<file path="src/rtl/pc_fetch_ctrl_if.sv">
// Fetch-request handshake between the PC controller and instruction memory.
// The controller drives request valid and address; memory drives ready.
interface pc_fetch_ctrl_if #(
    parameter int unsigned N = 32
);
    logic         req_valid;
    logic         req_ready;
    logic [N-1:0] pc_q;

    modport master (
        output req_valid,
        output pc_q,
        input  req_ready
    );

    modport slave (
        input  req_valid,
        input  pc_q,
        output req_ready
    );
endinterface

</file>
<file path="src/rtl/pc_fetch_ctrl.sv">
// Program counter and fetch-request controller: drives the next-PC mux select,
// holds the fetch PC and buffers redirects that arrive during an unaccepted request.
module pc_fetch_ctrl #(
    parameter int unsigned   N        = 32,
    parameter logic [N-1:0]  RESET_PC = '0,
    parameter int unsigned   INC      = 4
) (
    input  logic              clk,
    input  logic              rst_n,
    input  logic [N-1:0]      pc_next,
    input  logic              branch_taken,
    input  logic              jump,
    input  logic              trap,
    input  logic              stall,
    output logic [1:0]        pc_sel,
    output logic [N-1:0]      pc_plus,
    output logic              misalign,
    pc_fetch_ctrl_if.master   bus
);

    typedef enum logic [1:0] {
        IDLE  = 2'd0,
        REQ   = 2'd1,
        STALL = 2'd2
    } state_t;

    state_t       state_q, state_d;
    logic [N-1:0] pc_r, pc_d;
    logic [N-1:0] pend_pc, pend_pc_d;
    logic         pend_valid, pend_valid_d;
    logic         redir;
    logic         handshake;

    assign redir     = trap | jump | branch_taken;
    assign pc_plus   = pc_r + N'(INC);
    assign handshake = (state_q == REQ) && bus.req_ready;

    // req_valid decodes straight from state so an async reset drops it at once
    assign bus.req_valid = (state_q == REQ);
    assign bus.pc_q      = pc_r;

    always_comb begin
        if (trap)              pc_sel = 2'b11;
        else if (jump)         pc_sel = 2'b10;
        else if (branch_taken) pc_sel = 2'b01;
        else                   pc_sel = 2'b00;
    end

    always_comb begin
        state_d      = state_q;
        pc_d         = pc_r;
        pend_pc_d    = pend_pc;
        pend_valid_d = pend_valid;
        case (state_q)
            IDLE: begin
                if (redir) pc_d = pc_next;
                state_d = stall ? STALL : REQ;
            end
            REQ: begin
                if (handshake) begin
                    if (redir)           pc_d = pc_next;
                    else if (pend_valid) pc_d = pend_pc;
                    else                 pc_d = pc_plus;
                    pend_valid_d = 1'b0;
                    state_d      = stall ? STALL : REQ;
                end else if (redir) begin
                    // newest redirect wins; applied once this request is accepted
                    pend_pc_d    = pc_next;
                    pend_valid_d = 1'b1;
                end
            end
            STALL: begin
                if (redir) pc_d = pc_next;
                if (!stall) state_d = REQ;
            end
            default: state_d = IDLE;
        endcase
    end

    always_ff @(posedge clk or negedge rst_n) begin
        if (!rst_n) begin
            state_q    <= IDLE;
            pc_r       <= RESET_PC;
            pend_pc    <= '0;
            pend_valid <= 1'b0;
            misalign   <= 1'b0;
        end else begin
            state_q    <= state_d;
            pc_r       <= pc_d;
            pend_pc    <= pend_pc_d;
            pend_valid <= pend_valid_d;
            misalign   <= redir && (pc_next[1:0] != 2'b00);
        end
    end

endmodule

</file>
<file path="src/flat_wrapper.sv">
// flat-port wrapper written by rule: the top's interface ports become plain ports
module pc_fetch_ctrl_flat 
#(
    parameter int unsigned   N        = 32,
    parameter logic [N-1:0]  RESET_PC = '0,
    parameter int unsigned   INC      = 4
)
  (clk, rst_n, pc_next, branch_taken, jump, trap, stall, pc_sel, pc_plus, misalign, bus_req_valid, bus_pc_q, bus_req_ready);
  pc_fetch_ctrl_if #(.N(N)) bus_i ();
  input  logic clk;
  input  logic rst_n;
  input  logic [N-1:0] pc_next;
  input  logic branch_taken;
  input  logic jump;
  input  logic trap;
  input  logic stall;
  output logic [1:0] pc_sel;
  output logic [N-1:0] pc_plus;
  output logic misalign;
  output wire logic [$bits(bus_i.req_valid)-1:0] bus_req_valid;
  output wire logic [$bits(bus_i.pc_q)-1:0] bus_pc_q;
  input wire logic [$bits(bus_i.req_ready)-1:0] bus_req_ready;
  assign bus_req_valid = bus_i.req_valid;
  assign bus_pc_q = bus_i.pc_q;
  assign bus_i.req_ready = bus_req_ready;
  pc_fetch_ctrl #(.N(N), .RESET_PC(RESET_PC), .INC(INC)) u_core (.clk(clk), .rst_n(rst_n), .pc_next(pc_next), .branch_taken(branch_taken), .jump(jump), .trap(trap), .stall(stall), .pc_sel(pc_sel), .pc_plus(pc_plus), .misalign(misalign), .bus(bus_i));
endmodule
</file>
<file path="config.mk">
export PLATFORM = sky130hd
export DESIGN_NAME = pc_fetch_ctrl_flat
export DESIGN_NICKNAME = d
export VERILOG_FILES = /design/src/rtl/pc_fetch_ctrl_if.sv /design/src/rtl/pc_fetch_ctrl.sv /design/src/flat_wrapper.sv
export SDC_FILE = /design/constraint.sdc
export NUM_CORES = 1
export LEC_CHECK = 0
export CORE_UTILIZATION = 44
export DETAILED_ROUTE_END_ITERATION = 12
export GPL_ROUTABILITY_DRIVEN = 0
export PLACE_DENSITY = 0.81
export REMOVE_ABC_BUFFERS = 1
export SETUP_SLACK_MARGIN = 0.02
export SYNTH_ARGS = -nofsm -noshare
export SYNTH_HDL_FRONTEND = slang
export SYNTH_SLANG_ARGS = --single-unit
</file>
<file path="constraint.sdc">
create_clock -name clk -period 2.3 [get_ports clk]
set_input_delay 0.69 -clock clk [delete_from_list [all_inputs] [get_ports clk]]
set_output_delay 0.69 -clock clk [all_outputs]
set_load 0.01 [all_outputs]
</file>
Word level (Yosys, flattened, before mapping):

Cells that the tools add are included.

* register bits after elaboration: 68

* reduce and logical (&&, ||, !) cells: 11
* equality and inequality tests: 5
* add/sub/neg operators: 1
* bitwise gates (word level): 3
* multiplexer cells: 14

Operators with widths (count)
* $mux W32: 4
* $pmux W32 S2: 1
* $add A32 B3 Y32 const B: 1
* $mux W2: 5
* $pmux W2 S3: 1
* $reduce_and A3 Y1: 2
* $reduce_bool A2 Y1: 3
* $ne A2 B1 Y1 const B: 2
* $reduce_and A2 Y1: 2
* $mux W1: 3
* $eq A2 B1 Y1 const B: 1
* $eq A2 B2 Y1 const B: 1
* $logic_and A1 B1 Y1: 2
* $logic_not A2 Y1: 1
* $ne A2 B2 Y1 const B: 1
* $or A1 B1 Y1: 2
* $reduce_or A2 Y1: 1
* $not A1 Y1: 1

Longest topological paths before layout:

Gate-level depths: netlist (run 1).

* word-level depth: 5
* gate-level depth with buffers: 6

Least setup slack after synthesis (run 1):

No wires, ideal clock.

* kind: reg2out
* start point: register u_core.pc_r[2] (netlist: u_core.bus.pc_q[2])
* end point: output pc_plus[30]
* setup slack: -167 ps
* data arrival time: 1777 ps
* path buffers: 0
* cell stages (with the launch flop): 7
* path through: dfrtp_1 -> ha_1 -> nand3_2 -> nor4_4 -> nor3b_2 -> nand3_1 -> xnor2_1

* word-level cells in the longest chain between the ends: 1

Ends and longest elaborated chain
* from (decl): RTL line pc_fetch_ctrl.sv:28 `logic [N-1:0] pc_r, pc_d;`
* from (signal assigned): RTL line pc_fetch_ctrl.sv:89 `pc_r <= pc_d;`
* $add A32 B3 Y32: RTL line pc_fetch_ctrl.sv:35 `assign pc_plus = pc_r + N'(INC);`
* to (decl): RTL line flat_wrapper.sv:18 `output logic [N-1:0] pc_plus;`

Every way passes these cells.

Worst setup path after layout (run 1):

* start point: register u_core.pc_r[3] (netlist: u_core.bus.pc_q[3])
* end point: output pc_plus[30]

Same word-level chain as after synthesis.

==> metrics, run 1 <==
I/O Pins=107; number of global-route vias before repair=about 4,800; post-route insts no fill=782; CP delay by family, top=simple AND/OR/NAND/NOR gates; Top Layer Used=met4; vias=4,892; clk root buf=clkbuf_8; fin area=about 7000 um2; CP required=~1600 ps; Slew @ Worst Pin=822.4 ps; RSZ-0062 raised after global routing=true; crit path cell chain=ha_4, nand3_4, nor4_4, nor3b_2, nand3_1, xnor2_1, buf_2; Slowest-stage cell, CP=dfrtp_2; met3 wire len=around 1.6 mm; synth unique cells=54; worst skew pair latency=370 ps; largest net degree at the start of global routing=between 60 and 70; relative slew slack=45.17%; VDD IR-drop max=approximately 0.00046 V; Detail Route Antenna Nets=0; Crit. End Element=output port; number of max-cap violations=0; Synth area leaders=dfrtp_1 (42%), mux2_2 (8.7%), a21oi_1 (4.4%); Via density=6.256; post-synth top area cell=dfrtp_1; cts hold-fix bufs=0; nets=709; detailed placement HPWL=9.364 mm; Die Y=97.48 um; fin. max-slew vios=0; Setup TNS=-9450 ps; Post-synth EDFFs=0; share of the synthesized area in the top cell type=42.42%; CP bufs+invs=1; initial antenna violation count=0; Pleak=3.284 nW; Multi-input gate area=2670 um2; Seq/Total Area, Yosys=42.42%; PD cells=804.7 nW/um2; Initial Util=45.77%; Placeable Area=8763 um2; ant diodes=0; final worst setup slack=-727.9 ps; CP Class=reg2out; Die Width=97.48 um; layout cells sized above 1=between 40% and 50%; failing checks=setup timing; Hold Crit Class=in2async; Synth Warn #=0; final period utilization=131.6%; CP Launch Type=flip-flop; Crit path largest cell delay=roughly 430 ps; Final Hold Viols=0; Cell Rows=34; port bufs=around 110; FILL cells=451; first-pass GRT wire length=23.73 mm; most instantiated cells after synthesis=dfrtp_1 (68), nand2_1 (37), a21oi_1 (35), nand3_1 (33), mux2_2 (31); ys async rst share=100.0%; DR WL met2=9.143 mm; TritonCTS buffer count=9; Post-Syn Area=4011 um2; clk buf depth=2; CTS tree=built; Synth Flop Type=dfrtp_1; register area=1710 um2; Routed WL=18.81 mm; critical-path maximum fanout=4; H-tree depth=3; grt ovf=0; Finished Core Util=81.64%; Post-Synthesis Cells=412; area delta synth->final=78.35%; status=finished, violations left; DRC errors left=0; Seq cells post-synth=68; gr usage total=a little under a third; Pre-antenna DRT Iters=5; Achievable Freq=~330 MHz; total die area=approximately 9500 um2; WHS=340.5 ps; Syn Area/Cell=9.736 um2; count leader, synth=dfrtp_1; Met1 Wirelength=6.625 mm; DR iter-0 viols=379; Period minus WS final=3028 ps; Sinks on Clock Net=68; placed cell area=approximately 5900 um2; Clk pin slew, worst setup/hold paths=approximately 80 ps; crit path DAT=between 2000 and 2500 ps; placed insts=707; # setup viols final=31; Routed wire per std cell=24.05 um; Clock Skew=10.89 ps
cell usage in the layout, fill, tap and decap left out, drive strengths merged, types with 5 or more instances in the layout:
cell,synthesis,layout
buf,17,195
dfrtp,68,68
clkdlybuf4s50,0,62
nand2,37,37
nand3,36,36
a21oi,35,35
mux2,31,31
nor2,24,24
xnor2,18,18
clkbuf,11,15
o21ai,13,13
o22ai,12,12
inv,10,10
nand4,10,10
and3,9,9
mux2i,9,9
xor2,9,9
nand2b,7,7
dlymetal6s2s,0,7
nor4,7,7
dlygate4sd2,0,6
nor3,6,6
o311ai,5,5
flip-flops by register name, summed over array words and instances, names as in the netlist:
signal	count
u_core.bus.pc_q	32
u_core.misalign	1
u_core.pend_valid	1
u_core.state_q	2
u_core.pend_pc	32
kinds of logic after synthesis:
family / share of synthesized area (%)
AND/OR/NAND/NOR: 21.99
AO/OA/AOI/OAI: 14.35
adder cells (fa/ha/maj): 0.3119
XOR/XNOR: 5.895
multiplexers: 10.95
buffers and inverters: 4.086
flip-flops: 42.42
where the power goes:
part / total (mW) / switching (mW) / internal (mW)
registers: 1.80 / 0.303 / 1.50
clock network: 1.27 / 0.490 / 0.779
logic: 2.69 / 1.32 / 1.37
total: 5.76 / 2.11 / 3.64
layout make-up:
cell class | count | share of cell area [%]
clock inverters | 4 | 1.329
flip-flops and latches | 68 | 23.91
clock buffers | 12 | 2.169
inverters | 10 | 0.5247
multi-input cells | 306 | 37.32
well taps | 108 | 1.889
repair buffers | 274 | 32.86
path summary, 6_finish.rpt:
| path | endpoint | startpoint | slack (ps) | depth (start not counted) |
|---|---|---|---|---|
| worst max-delay path | pc_plus[30] | u_core.bus.pc_q[3] | -730 | 7 |
| max in group asynchronous | u_core.state_q[0] | rst_n | 1620 | 2 |
| worst max register to register | u_core.bus.pc_q[30] | u_core.bus.pc_q[3] | -50 | 9 |
| worst min register to register | u_core.state_q[0] | u_core.state_q[1] | 490 | 1 |
| min in group clk | u_core.state_q[0] | u_core.state_q[1] | 490 | 1 |
| worst min-delay path | u_core.bus.pc_q[14] | rst_n | 340 | 2 |
layer usage:
| metal | GRT usage, % | vias to the layer above |
|---|---|---|
| met1 | 34.79 | 2349 |
| met2 | 55.94 | 398 |
| met5 | 0 | - |
| met4 | 19.00 | 0 |
| met3 | 6.978 | 139 |
| li1 | - | 2006 |
stage by stage:
| step | setup slack [ps] | power (mW) |
|---|---|---|
| 6_report | -727.9 | 5.757 |
| 5_1_grt | -737.9 | 5.950 |
| 4_1_cts | -379.2 | 5.295 |
| 3_5_place_dp | -529.7 | 3.905 |
| 3_3_place_gp | -418.4 | 3.815 |
| 2_1_floorplan | -940.4 | 2.649 |
worst reg2reg max path, cell delays in order (launching register included):
cell	delay, ps
dfrtp_2	430
ha_4	170
nand3_4	170
nor4_4	250
nor3b_2	360
buf_4	170
buf_4	90
buf_4	100
a41oi_1	120
a211o_1	350
repair_timing:
action	in CTS	in global routing
pin swaps	33	28
endpoints found under the hold margin	0	0
setup endpoints to repair	32	51
cloned	0	0
resized for setup	180	70
buffers inserted	34	29
(Power assumes the default switching activity.)
==> inputs of run 2 (changes only) <==
SKIP_LAST_GASP = 1   (was default)
==> run 2 against run 1 <==
Effect of this change:
- the flow still finishes with violations (setup timing)
- hold slack better by 5.1 ps
- cell count is 1.0% lower
- final area is 1.6% lower
- combinational power is 3% lower
- flip-flop and latch count stayed put
- sequential power hardly changed
- die area stayed put
- total power is 1.4% lower
- via count is 1.7% lower
- clock power hardly changed
- setup slack better by 240 ps
- fmax is 8.4% higher
==> metrics, run 2 (synthesis results as in run 1) <==
FILL cells=449 (-0.44%); part of the power in registers=31.6% (+0.3 points); Switching Share=35.93% (-0.78 points); Slowest-stage cell, CP=dfrtp_1; status=finished, violations left; nets=701 (-1.1%); Clk pin slew, worst setup/hold paths=70 ps (about the same); layout cells sized above 1=47.30% (-1.2 points); grt ovf=0 (unchanged); largest net degree at the start of global routing=69 (unchanged); DRC errors left=0 (unchanged); fin area=7041 um2 (-1.6%); final period utilization=121.4% (-10 points); area delta synth->final=75.51%; Routed wire per std cell=22.65 um (-5.8%); CP Launch Type=flip-flop; CP required=1610 ps (about the same); Die Width=97.48 um (unchanged); Switch Pwr=2.039 mW (-3.5%); PD cells=806.0 nW/um2 (+0.17%); Sinks on Clock Net=68 (unchanged); Hold Crit Class=in2async; vias=4,807 (-1.7%); Clock Skew=7.308 ps (-3.586 ps); initial antenna violation count=0 (unchanged); Routed WL=17.53 mm (-6.8%); RSZ-0062 raised after global routing=true; most frequent cells in the layout=buf_4 (135), clkdlybuf4s50_1 (66), dfrtp_1 (61), a21oi_1 (34), mux2_2 (31); # setup viols final=29 (-6.5%); Detail Route Antenna Nets=0 (unchanged); VDD IR-drop max=0.0004613 V (+0.20%); Pre-antenna DRT Iters=5 (unchanged); CTS tree=built; worst skew pair latency=370 ps (about the same); crit path DAT=2100 ps (-240 ps); failing checks=setup timing; Cell Rows=34 (unchanged); Period minus WS final=2792 ps (-235.6 ps); relative slew slack=47.72% (+2.5 points); critical-path maximum fanout=3 (-1); Crit. End Element=output port; Pint=3.636 mW (-0.21%); detailed placement HPWL=9.364 mm (unchanged); Via density=6.211 (-0.72%); Achievable Freq=358.1 MHz (+8.4%); clk root buf=clkbuf_8; Pleak=3.224 nW (-1.8%); Slew @ Worst Pin=784.2 ps (-38.17 ps); WHS=345.6 ps (+5.093 ps); Final Hold Viols=0 (unchanged); final worst setup slack=-492.3 ps (+235.6 ps); gr usage total=32.00% (+0.25 points); Finished Core Util=80.34% (-1.3 points); CP bufs+invs=3 (+2); CP Class=reg2out; TritonCTS buffer count=9 (unchanged); ant diodes=0 (unchanged); commonest non-fill, non-tap cell in the layout=buf_4; Placeable Area=8763 um2 (unchanged); Crit path largest cell delay=420 ps (about the same); clock power share=22.2% (+0.2 points); crit path cell chain=buf_4, nand3_2, buf_4, nor2_2, nand3_2, xnor2_1, clkdlybuf4s15_2; first-pass GRT wire length=23.98 mm (+1.1%); CP delay by family, top=buffers and inverters; H-tree depth=3 (unchanged); DR iter-0 viols=411 (+8.4%); placed cell area=5949 um2 (unchanged); fin. max-slew vios=0 (unchanged); Die Y=97.48 um (unchanged); clk buf depth=2 (unchanged); Setup TNS=-9222 ps (+227.7 ps); cts hold-fix bufs=0 (unchanged); number of global-route vias before repair=4,820 (+0.96%); Comb pwr share=46.2% (-0.5 points); number of max-cap violations=0 (unchanged); Initial Util=45.77% (unchanged); I/O Pins=107 (unchanged); port bufs=106 (unchanged); total die area=9502 um2 (unchanged)
## run 2: worst paths after layout
path / slack, ps / startpoint / to / cells after the start
max in group asynchronous: 1630 / rst_n / u_core.bus.pc_q[5] / 2
max: -490 / u_core.bus.pc_q[10] / pc_plus[18] / 7
min reg2reg: 490 / u_core.state_q[1] / u_core.state_q[0] / 1
min: 350 / rst_n / u_core.pend_pc[18] / 2
max reg2reg: -130 / u_core.bus.pc_q[21] / u_core.bus.pc_q[31] / 10
min in group clk: 490 / u_core.state_q[1] / u_core.state_q[0] / 1
## run 2: power groups by stage
stage	Combinational, mW	Clock, mW	Sequential (mW)
6_report	2.62	1.26	1.79
5_1_grt	2.75	1.31	1.81
4_1_cts	2.32	1.25	1.74
3_5_place_dp	2.15	0	1.75
3_3_place_gp	2.10	0	1.72
2_1_floorplan	0.781	0	1.87
## run 2: stage by stage
stage	setup WS (ps)	cells	total power [mW]
after floorplan	-940.4	384	2.649
after global placement	-418.4	707	3.815
after detailed placement	-529.7	707	3.905
after CTS	-379.2	757	5.307
after global routing	-534.1	774	5.866
final	-492.3	774	5.675
## run 2: timing repair
item	CTS	global route
pin swaps	33	21
buffers inserted	34	20
setup endpoints to repair	32	56
resized for setup	175	52
## run 2: per-layer routing
| metal | GRT usage, % | vias up | wire (um) |
|---|---|---|---|
| met5 | 0 | - | 0 |
| met2 | 56.05 | 356 | 9019 |
| li1 | - | 2000 | - |
| met1 | 35.72 | 2333 | 6058 |
| met3 | 6.835 | 118 | 1402 |
| met4 | 18.55 | 0 | 1048 |
## run 2: worst register-to-register path, delay by kind of cell, from the launching register on
family	cells	cell delay, ps
buffers and inverters	5	690
flip-flops	1	440
AND/OR/NAND/NOR	5	1260
## run 2: layout make-up
class                   instances  area [um2]  share of cell area (%)
inverters                      10       37.54                  0.5331
well taps                     108       135.1                   1.919
repair buffers                266        2285                   32.45
clock buffers                  12       155.1                   2.204
flip-flops and latches         68        1710                   24.29
multi-input cells             306        2623                   37.25
clock inverters                 4       95.09                   1.351
